===== config.mk =====
export PLATFORM = sky130hd
export DESIGN_NAME = multicycle_core
export DESIGN_NICKNAME = d
export VERILOG_FILES = /design/src/rtl/multicycle_core.sv
export SDC_FILE = /design/constraint.sdc
export NUM_CORES = 2
export LEC_CHECK = 0
export BUFFER_PORTS_ARGS = -buffer_cell sky130_fd_sc_hd__buf_2
export CAP_MARGIN = 10
export CORE_MARGIN = 4
export CORE_UTILIZATION = 58
export DETAILED_ROUTE_END_ITERATION = 12
export PLACE_DENSITY = 0.77
export SLEW_MARGIN = 40
export SYNTH_ARGS = -nofsm -noshare
export SYNTH_HDL_FRONTEND = slang
export SYNTH_SLANG_ARGS = --single-unit

===== constraint.sdc =====
create_clock -name clk -period 3.86 [get_ports clk]
set_clock_uncertainty 0.1 [all_clocks]
set_input_delay 0.772 -clock clk [delete_from_list [all_inputs] [get_ports clk]]
set_output_delay 0.772 -clock clk [all_outputs]
set_load 0.1 [all_outputs]

===== src/rtl/multicycle_core.sv =====
// Multi-cycle RV32I-subset core (lw/sw/beq/bne/add/sub/and/or/addi/jal) sharing one
// memory port between fetch and data, with run/halt control and an LED debug fold.
module multicycle_core #(
    parameter logic [31:0] RESET_PC       = 32'h0000_0000,
    parameter int unsigned MEM_ADDR_WIDTH = 10,
    parameter int unsigned LED_WIDTH      = 8
) (
    input  logic                      clk,
    input  logic                      rst,
    input  logic                      run,
    output logic                      mem_req,
    output logic                      mem_we,
    output logic [MEM_ADDR_WIDTH-1:0] mem_addr,
    output logic [31:0]               mem_wdata,
    input  logic [31:0]               mem_rdata,
    input  logic                      mem_ready,
    output logic [31:0]               pc,
    output logic                      retire,
    output logic                      halted,
    output logic [LED_WIDTH-1:0]      leds
);

    localparam int unsigned FOLDS = 32 / LED_WIDTH;

    typedef enum logic [2:0] {
        S_FETCH,
        S_DECODE,
        S_EXECUTE,
        S_MEM,
        S_WB,
        S_TRAP
    } state_t;

    typedef enum logic [3:0] {
        OP_ADD,
        OP_SUB,
        OP_AND,
        OP_OR,
        OP_ADDI,
        OP_LW,
        OP_SW,
        OP_BEQ,
        OP_BNE,
        OP_JAL,
        OP_ILL
    } op_t;

    state_t state, state_next;

    logic [31:0] ir, a_reg, b_reg, imm_reg, alu_out, mdr;
    op_t         op_reg;
    logic [31:0] rf [32];

    // Instruction fields
    logic [6:0]  opcode, funct7;
    logic [4:0]  rd, rs1, rs2;
    logic [2:0]  funct3;
    logic [31:0] imm_i, imm_s, imm_b, imm_j;

    assign opcode = ir[6:0];
    assign rd     = ir[11:7];
    assign funct3 = ir[14:12];
    assign rs1    = ir[19:15];
    assign rs2    = ir[24:20];
    assign funct7 = ir[31:25];
    assign imm_i  = {{20{ir[31]}}, ir[31:20]};
    assign imm_s  = {{20{ir[31]}}, ir[31:25], ir[11:7]};
    assign imm_b  = {{19{ir[31]}}, ir[31], ir[7], ir[30:25], ir[11:8], 1'b0};
    assign imm_j  = {{11{ir[31]}}, ir[31], ir[19:12], ir[20], ir[30:21], 1'b0};

    op_t         dec_op;
    logic [31:0] dec_imm;

    // Opcode/funct decode; anything unmatched stays OP_ILL and traps
    always_comb begin
        dec_op = OP_ILL;
        case (opcode)
            7'b0000011: if (funct3 == 3'b010) dec_op = OP_LW;
            7'b0100011: if (funct3 == 3'b010) dec_op = OP_SW;
            7'b0010011: if (funct3 == 3'b000) dec_op = OP_ADDI;
            7'b1101111: dec_op = OP_JAL;
            7'b1100011: begin
                if (funct3 == 3'b000)      dec_op = OP_BEQ;
                else if (funct3 == 3'b001) dec_op = OP_BNE;
            end
            7'b0110011: begin
                case ({funct7, funct3})
                    10'b0000000_000: dec_op = OP_ADD;
                    10'b0100000_000: dec_op = OP_SUB;
                    10'b0000000_111: dec_op = OP_AND;
                    10'b0000000_110: dec_op = OP_OR;
                    default:         dec_op = OP_ILL;
                endcase
            end
            default: dec_op = OP_ILL;
        endcase

        case (dec_op)
            OP_LW, OP_ADDI:  dec_imm = imm_i;
            OP_SW:           dec_imm = imm_s;
            OP_BEQ, OP_BNE:  dec_imm = imm_b;
            OP_JAL:          dec_imm = imm_j;
            default:         dec_imm = 32'h0;
        endcase
    end

    logic [31:0] alu_res, pc_plus4, pc_target;
    logic        br_taken;

    assign pc_plus4  = pc + 32'd4;
    assign pc_target = pc + imm_reg;

    always_comb begin
        case (op_reg)
            OP_ADD:              alu_res = a_reg + b_reg;
            OP_SUB:              alu_res = a_reg - b_reg;
            OP_AND:              alu_res = a_reg & b_reg;
            OP_OR:               alu_res = a_reg | b_reg;
            OP_ADDI, OP_LW, OP_SW: alu_res = a_reg + imm_reg;
            default:             alu_res = 32'h0;
        endcase
        br_taken = (op_reg == OP_BEQ) ? (a_reg == b_reg) : (a_reg != b_reg);
    end

    function automatic logic [LED_WIDTH-1:0] fold(input logic [31:0] w);
        logic [LED_WIDTH-1:0] r;
        r = '0;
        for (int unsigned k = 0; k < FOLDS; k++) begin
            r |= w[k*LED_WIDTH +: LED_WIDTH];
        end
        return r;
    endfunction

    logic                      req_next, we_next, retire_next, halted_next;
    logic [MEM_ADDR_WIDTH-1:0] addr_next;
    logic [31:0]               wdata_next, pc_next, rf_wdata, fetch_target;
    logic                      ir_load, dec_load, alu_load, mdr_load, rf_we, to_fetch;

    always_ff @(posedge clk) begin
        if (rst) state <= S_FETCH;
        else     state <= state_next;
    end

    // Next state plus next values of every registered output and datapath strobe
    always_comb begin
        state_next   = state;
        pc_next      = pc;
        req_next     = mem_req;
        we_next      = mem_we;
        addr_next    = mem_addr;
        wdata_next   = mem_wdata;
        retire_next  = 1'b0;
        halted_next  = halted;
        ir_load      = 1'b0;
        dec_load     = 1'b0;
        alu_load     = 1'b0;
        mdr_load     = 1'b0;
        rf_we        = 1'b0;
        rf_wdata     = alu_out;
        to_fetch     = 1'b0;
        fetch_target = pc_plus4;

        case (state)
            S_FETCH: begin
                if (pc[1:0] != 2'b00) begin
                    state_next  = S_TRAP;
                    halted_next = 1'b1;
                    req_next    = 1'b0;
                end else if (mem_req) begin
                    if (mem_ready) begin
                        ir_load    = 1'b1;
                        req_next   = 1'b0;
                        state_next = S_DECODE;
                    end
                end else if (run) begin
                    req_next  = 1'b1;
                    we_next   = 1'b0;
                    addr_next = pc[MEM_ADDR_WIDTH+1:2];
                end
            end
            S_DECODE: begin
                if (dec_op == OP_ILL) begin
                    state_next  = S_TRAP;
                    halted_next = 1'b1;
                end else begin
                    dec_load   = 1'b1;
                    state_next = S_EXECUTE;
                end
            end
            S_EXECUTE: begin
                alu_load = 1'b1;
                case (op_reg)
                    OP_LW, OP_SW: begin
                        if (alu_res[1:0] != 2'b00) begin
                            state_next  = S_TRAP;
                            halted_next = 1'b1;
                        end else begin
                            state_next = S_MEM;
                            req_next   = 1'b1;
                            we_next    = (op_reg == OP_SW);
                            addr_next  = alu_res[MEM_ADDR_WIDTH+1:2];
                            if (op_reg == OP_SW) wdata_next = b_reg;
                        end
                    end
                    OP_BEQ, OP_BNE: begin
                        to_fetch     = 1'b1;
                        fetch_target = br_taken ? pc_target : pc_plus4;
                    end
                    OP_JAL: begin
                        rf_we        = (rd != 5'd0);
                        rf_wdata     = pc_plus4;
                        to_fetch     = 1'b1;
                        fetch_target = pc_target;
                    end
                    default: state_next = S_WB;
                endcase
            end
            S_MEM: begin
                if (mem_ready) begin
                    if (op_reg == OP_LW) begin
                        mdr_load   = 1'b1;
                        req_next   = 1'b0;
                        we_next    = 1'b0;
                        state_next = S_WB;
                    end else begin
                        to_fetch = 1'b1;
                    end
                end
            end
            S_WB: begin
                rf_we    = (rd != 5'd0);
                rf_wdata = (op_reg == OP_LW) ? mdr : alu_out;
                to_fetch = 1'b1;
            end
            S_TRAP: begin
                req_next = 1'b0;
                we_next  = 1'b0;
            end
            default: state_next = S_TRAP;
        endcase

        // Retire; the next fetch request is issued on the same edge to save a cycle
        if (to_fetch) begin
            state_next  = S_FETCH;
            pc_next     = fetch_target;
            retire_next = 1'b1;
            we_next     = 1'b0;
            req_next    = run && (fetch_target[1:0] == 2'b00);
            addr_next   = fetch_target[MEM_ADDR_WIDTH+1:2];
        end
    end

    always_ff @(posedge clk) begin
        if (rst) begin
            pc        <= RESET_PC;
            mem_req   <= 1'b0;
            mem_we    <= 1'b0;
            mem_addr  <= '0;
            mem_wdata <= 32'h0;
            retire    <= 1'b0;
            halted    <= 1'b0;
            leds      <= '0;
            ir        <= 32'h0;
            a_reg     <= 32'h0;
            b_reg     <= 32'h0;
            imm_reg   <= 32'h0;
            op_reg    <= OP_ILL;
            alu_out   <= 32'h0;
            mdr       <= 32'h0;
            for (int i = 0; i < 32; i++) rf[i] <= 32'h0;
        end else begin
            pc        <= pc_next;
            mem_req   <= req_next;
            mem_we    <= we_next;
            mem_addr  <= addr_next;
            mem_wdata <= wdata_next;
            retire    <= retire_next;
            halted    <= halted_next;
            if (ir_load) ir <= mem_rdata;
            if (dec_load) begin
                a_reg   <= rf[rs1];
                b_reg   <= rf[rs2];
                imm_reg <= dec_imm;
                op_reg  <= dec_op;
            end
            if (alu_load) alu_out <= alu_res;
            if (mdr_load) mdr <= mem_rdata;
            if (rf_we) begin
                rf[rd] <= rf_wdata;
                leds   <= fold(rf_wdata);
            end
        end
    end

endmodule


======== Yosys cells after proc, flatten, opt, wreduce, memory -nomap -nowiden ========
Memories as Yosys holds them, arrays and structs flattened. A register that Yosys moved wholly into a read port is not among the register bits.
Index checks and enable logic that the tools add are counted.
cells by class
  bitwise gates (word level) .............. 7
  multiplexer cells ....................... 78
  add/sub/neg operators ................... 5
  equality and inequality tests ........... 54
  reductions and logical operators ........ 28
operators with widths
  cell                     number
  $mux W32                 5
  $pmux W32 S5             1
  $pmux W32 S2             2
  $pmux W32 S4             1
  $add A32 B32 Y32         3
  $mux W10                 6
  $mux W1                  40
  $add A32 B3 Y32 const B  1
  $and A32 B32 Y32         1
  $eq A32 B32 Y1           1
  $eq A4 B3 Y1 const B     8
  $ne A32 B32 Y1           1
  $or A32 B32 Y32          1
  $reduce_or A32 Y1        1
  $sub A32 B32 Y32         1
  $ne A3 B3 Y1 const B     9
  $or A8 B8 Y8             3
  $pmux W4 S6              1
  $ne A2 B2 Y1 const B     11
  $mux W3                  7
  $eq A10 B3 Y1 const B    2
  $eq A4 B4 Y1 const B     5
  $pmux W10 S2             1
  $mux W4                  4
  other kinds (34)         56
word-level totals
  bits in writable memories ............... 1024
  memories ................................ 1
  logic and storage cells ................. 187
  input bits .............................. 36
  flip-flop bits (word level) ............. 221
  output and inout port bits .............. 86
memory list
  memory  words  width  read ports  clocked after memory_dff  write ports  RTL line  source
  rf      32     32     2           2                         32           52        logic [31:0] rf [32];

======== Longest topological paths before layout ========
  depth after elaboration ................. 8
  gate-level depth with buffers ........... 16
  depth with buffers taken out ............ 14

======== Least setup slack after synthesis ========
No wires, ideal clock.
  path type ............................... register -> register
  start point ............................. register op_reg[0]
  end point ............................... register alu_out[24]
  arrival time ............................ 4.000 ns
  data required time ...................... 3.674 ns
  path slack .............................. -0.326 ns
  clock period less this slack ............ 4.186 ns
  library setup time ...................... 0.086 ns
  buffers on the path ..................... 2
  cell stages (with the launch flop) ...... 16
  cells stage by stage .................... dfxtp_1 clkbuf_1 nand2_1 nand2_1 buf_1 mux2_2 ha_1 a21oi_1 o211a_1 or3_1 o311ai_0 a31oi_1 nand2b_1 or3b_2 a31o_2 a211oi_1
on the way
  word-level cells in the longest chain between the ends .. 3
  elaborated cells between the ends (all ways) .. 9
  classes of those cells .................. 6 x eq/ne; 1 x mux; 2 x reduce/logical
RTL lines
  item                    RTL line  source
  start, declared         51        op_t op_reg;
  start signal, assigned  284       op_reg <= dec_op;
  $eq A4 B3 Y1            114       case (op_reg)
  $reduce_or A3 Y1        114
  $pmux W32 S5 (*)        114
  end signal, assigned    286       if (alu_load) alu_out <= alu_res;
  end, declared           50        logic [31:0] ir, a_reg, b_reg, imm_reg, alu_out, mdr;
Every way passes the cells marked *; elsewhere a longest branch is shown, timed or not.
A chain may end at the register's enable or synchronous reset.

======== Worst setup path after layout ========
  start point ............................. register op_reg[2]
  end point ............................... register alu_out[24]
The elaborated chain is that of the path after synthesis.

==> results.toml <==
[clock_tree]
cts_sinks = 1298
cts_buffer_depth = 3
h-tree-depth = 4
clk_pin_slew_ns = 0.06
root_buffer = "clkbuf_16"
cts_tree = "done"
postCtsHoldBufs = 0
insertion_delay_ns = 0.81
cts_made_buffers = 138

[setup_path]
path_class = "flip-flop to flip-flop"
crit_path_start_kind = "flip-flop"
path_max_fanout = 4
cp.required_ns = 4.46
endpoint_kind = "flip-flop"
cp.arrival_ns = 4.37

[timing]
fin_crit_sh_pct = 97.6
setup_viol = 0
fmax_mhz = 265
finalHoldViolCount = 0
layout_min_cycle_time_ns = 3.77
setup_slack_ns = 0.0909
final.setup.tns_ns = 0
finalMaxSlewViolations = 0
slew_headroom_pct = 37.3
max_slew.worst_pin.slew_ns = 0.915

[logic_synthesis]
netlist_area_um2 = 69800
synth.largest_area_cell = "edfxtp_1"
ys_ff_latch = 1298
synthFlopType = "edfxtp_1"
synth-edff-count = 1024
synth.avg_cell_area_um2 = 12.6
synth_common_cells = "nor2_1 (1296), edfxtp_1 (1024), mux4_2 (640), clkbuf_1 (401), nand2_1 (333)"
syn_inst = 5545
yosysMostFrequentCell = "nor2_1"
ys_types = 79
yosysSeqAreaShare_pct = 51.9
ys_async_sr_fraction_pct = 0
yosys-top-cells-area = "edfxtp_1 (44%), mux4_2 (21%), dfxtp_1 (7.9%)"
netlist.area_leader.share_pct = 44.1
yosysWarningCount = 0

[place]
place_hpwl_um = 161000
portBuffers = 121
gp_congestion = 1.01
dp_slack_ns = -0.324

[drt]
wire_per_inst_um = 33.2
drt-pass1-iter-count = 8
via_per_inst = 7.16
antenna_left = 0
drc = 0
route.met3.wl_um = 35900
wl_met2_um = 112000
wirelength_met1_um = 78100
drt_iter0_markers = 8648
top_layer = "met5"
wirelength_um = 247000
vias = 53400

[grt]
grt_pass1_wl_um = 358000
grt_overflow_total = 0
grt_max_degree = 154
grt_pass1_vias = 53800
globalRouteTotalUtil_pct = 39.1
antenna_found_initial = 17

[floorplan]
rows = 126
dieArea_um2 = 126000
die_height_um = 355
boundaryPins = 122
start_util_pct = 58.8
core_um2 = 119000
dieWidth_um = 355

[layout]
drive_gt1_share_pct = 26.0
fin_nets = 5946
largest_reg_flops = 1024
area_delta_synth_final_pct = 14.4
post-route-util_pct = 67.2
top_register = "rf"

[outcome]
status = "completed"

[pwr]
leakage_nw = 26.5
power_density_nw_per_um2 = 442
ir_drop_v = 0.000493

[hold_path]
min_path_type = "primary input to flip-flop"

[flow_run]
cap_violations = 0
-- what timing repair did --
| item | CTS | global route |
|---|---|---|
| setup buffers | 0 | 3 |
| endpoints found under the setup margin | 5 | 39 |
| hold endpoints to repair | 0 | 0 |
| pin swaps | 1 | 9 |
| cloned | 0 | 1 |
| gates resized for setup | 9 | 30 |
-- critical path: stages, from the launching register on --
cell,delay [ns]
dfxtp_2,0.33
nor2b_4,0.17
nand2_4,0.08
buf_6,0.13
mux2_4,0.31
ha_4,0.29
nand2_1,0.07
o211a_1,0.25
or3_4,0.43
o311ai_4,0.35
a31oi_4,0.14
nand2b_4,0.17
or3b_2,0.46
a31o_2,0.22
a211oi_2,0.16
-- stage by stage --
step                cell area [µm²]  hold WS (ns)  total power (W)  std cells
floorplan                     69900         0.336           0.0197       5576
global placement              75100         0.343           0.0217       7200
detailed placement            75100         0.354           0.0219       7200
CTS                           79600         0.101           0.0350       7452
global route                  79800         0.124           0.0360       7458
finish                        79800         0.127           0.0353       7463
-- area by class of cell --
cell class | count | area, µm²
Fill cell | 8044 | 38900
Sequential cell | 1298 | 36300
Multi-Input combinational cell | 3676 | 32200
Timing Repair Buffer | 511 | 4400
Clock buffer | 185 | 3770
Tap cell | 1600 | 2000
Clock inverter | 67 | 709
Inverter | 119 | 447
Antenna cell | 7 | 17.5
-- power by group --
group | switching, W | total, W | internal [W]
Combinational | 0.00336 | 0.00577 | 0.00241
Clock | 0.00592 | 0.0134 | 0.00743
Sequential | 0.000546 | 0.0161 | 0.0156
-- cells in the final DEF, fill, tap and decap left out, types with 84 or more instances in the layout --
cell / instances
buf_4: 320
mux4_2: 640
dfxtp_1: 251
edfxtp_1: 1024
mux2i_1: 104
ha_1: 162
a211oi_1: 84
nor2_1: 1292
inv_1: 117
nand2_1: 290
a21oi_1: 217
buf_2: 120
clkbuf_16: 141
-- metal layers --
metal	track usage, %	vias up
met4	26.3	20
met2	60.4	4888
met3	13.4	1345
met1	46.7	25900
met5	0.269	-
li1	-	21300
-- cell families (layout without fill, tap and decap cells) --
group	count (synthesis)	in the layout	share of synthesized area, %
multiplexers	764	764	22.5
adder cells (fa/ha/maj)	166	166	3.01
buffers and inverters	602	882	3.28
AO/OA/AOI/OAI	734	734	7.05
AND/OR/NAND/NOR	1879	1879	11.0
XOR/XNOR	101	101	1.27
flip-flops	1298	1298	51.9
other	1	39	0.00537
-- final timing paths --
kind | from | endpoint | slack [ns] | cells past startpoint
worst max-delay path | op_reg[2] | alu_out[24] | 0.09 | 14
worst max register to register | op_reg[2] | alu_out[24] | 0.09 | 14
worst min-delay path | mem_rdata[7] | ir[7] | 0.13 | 3
worst min register to register | ir[0] | ir[0] | 0.36 | 2
(Power assumes the default switching activity.)
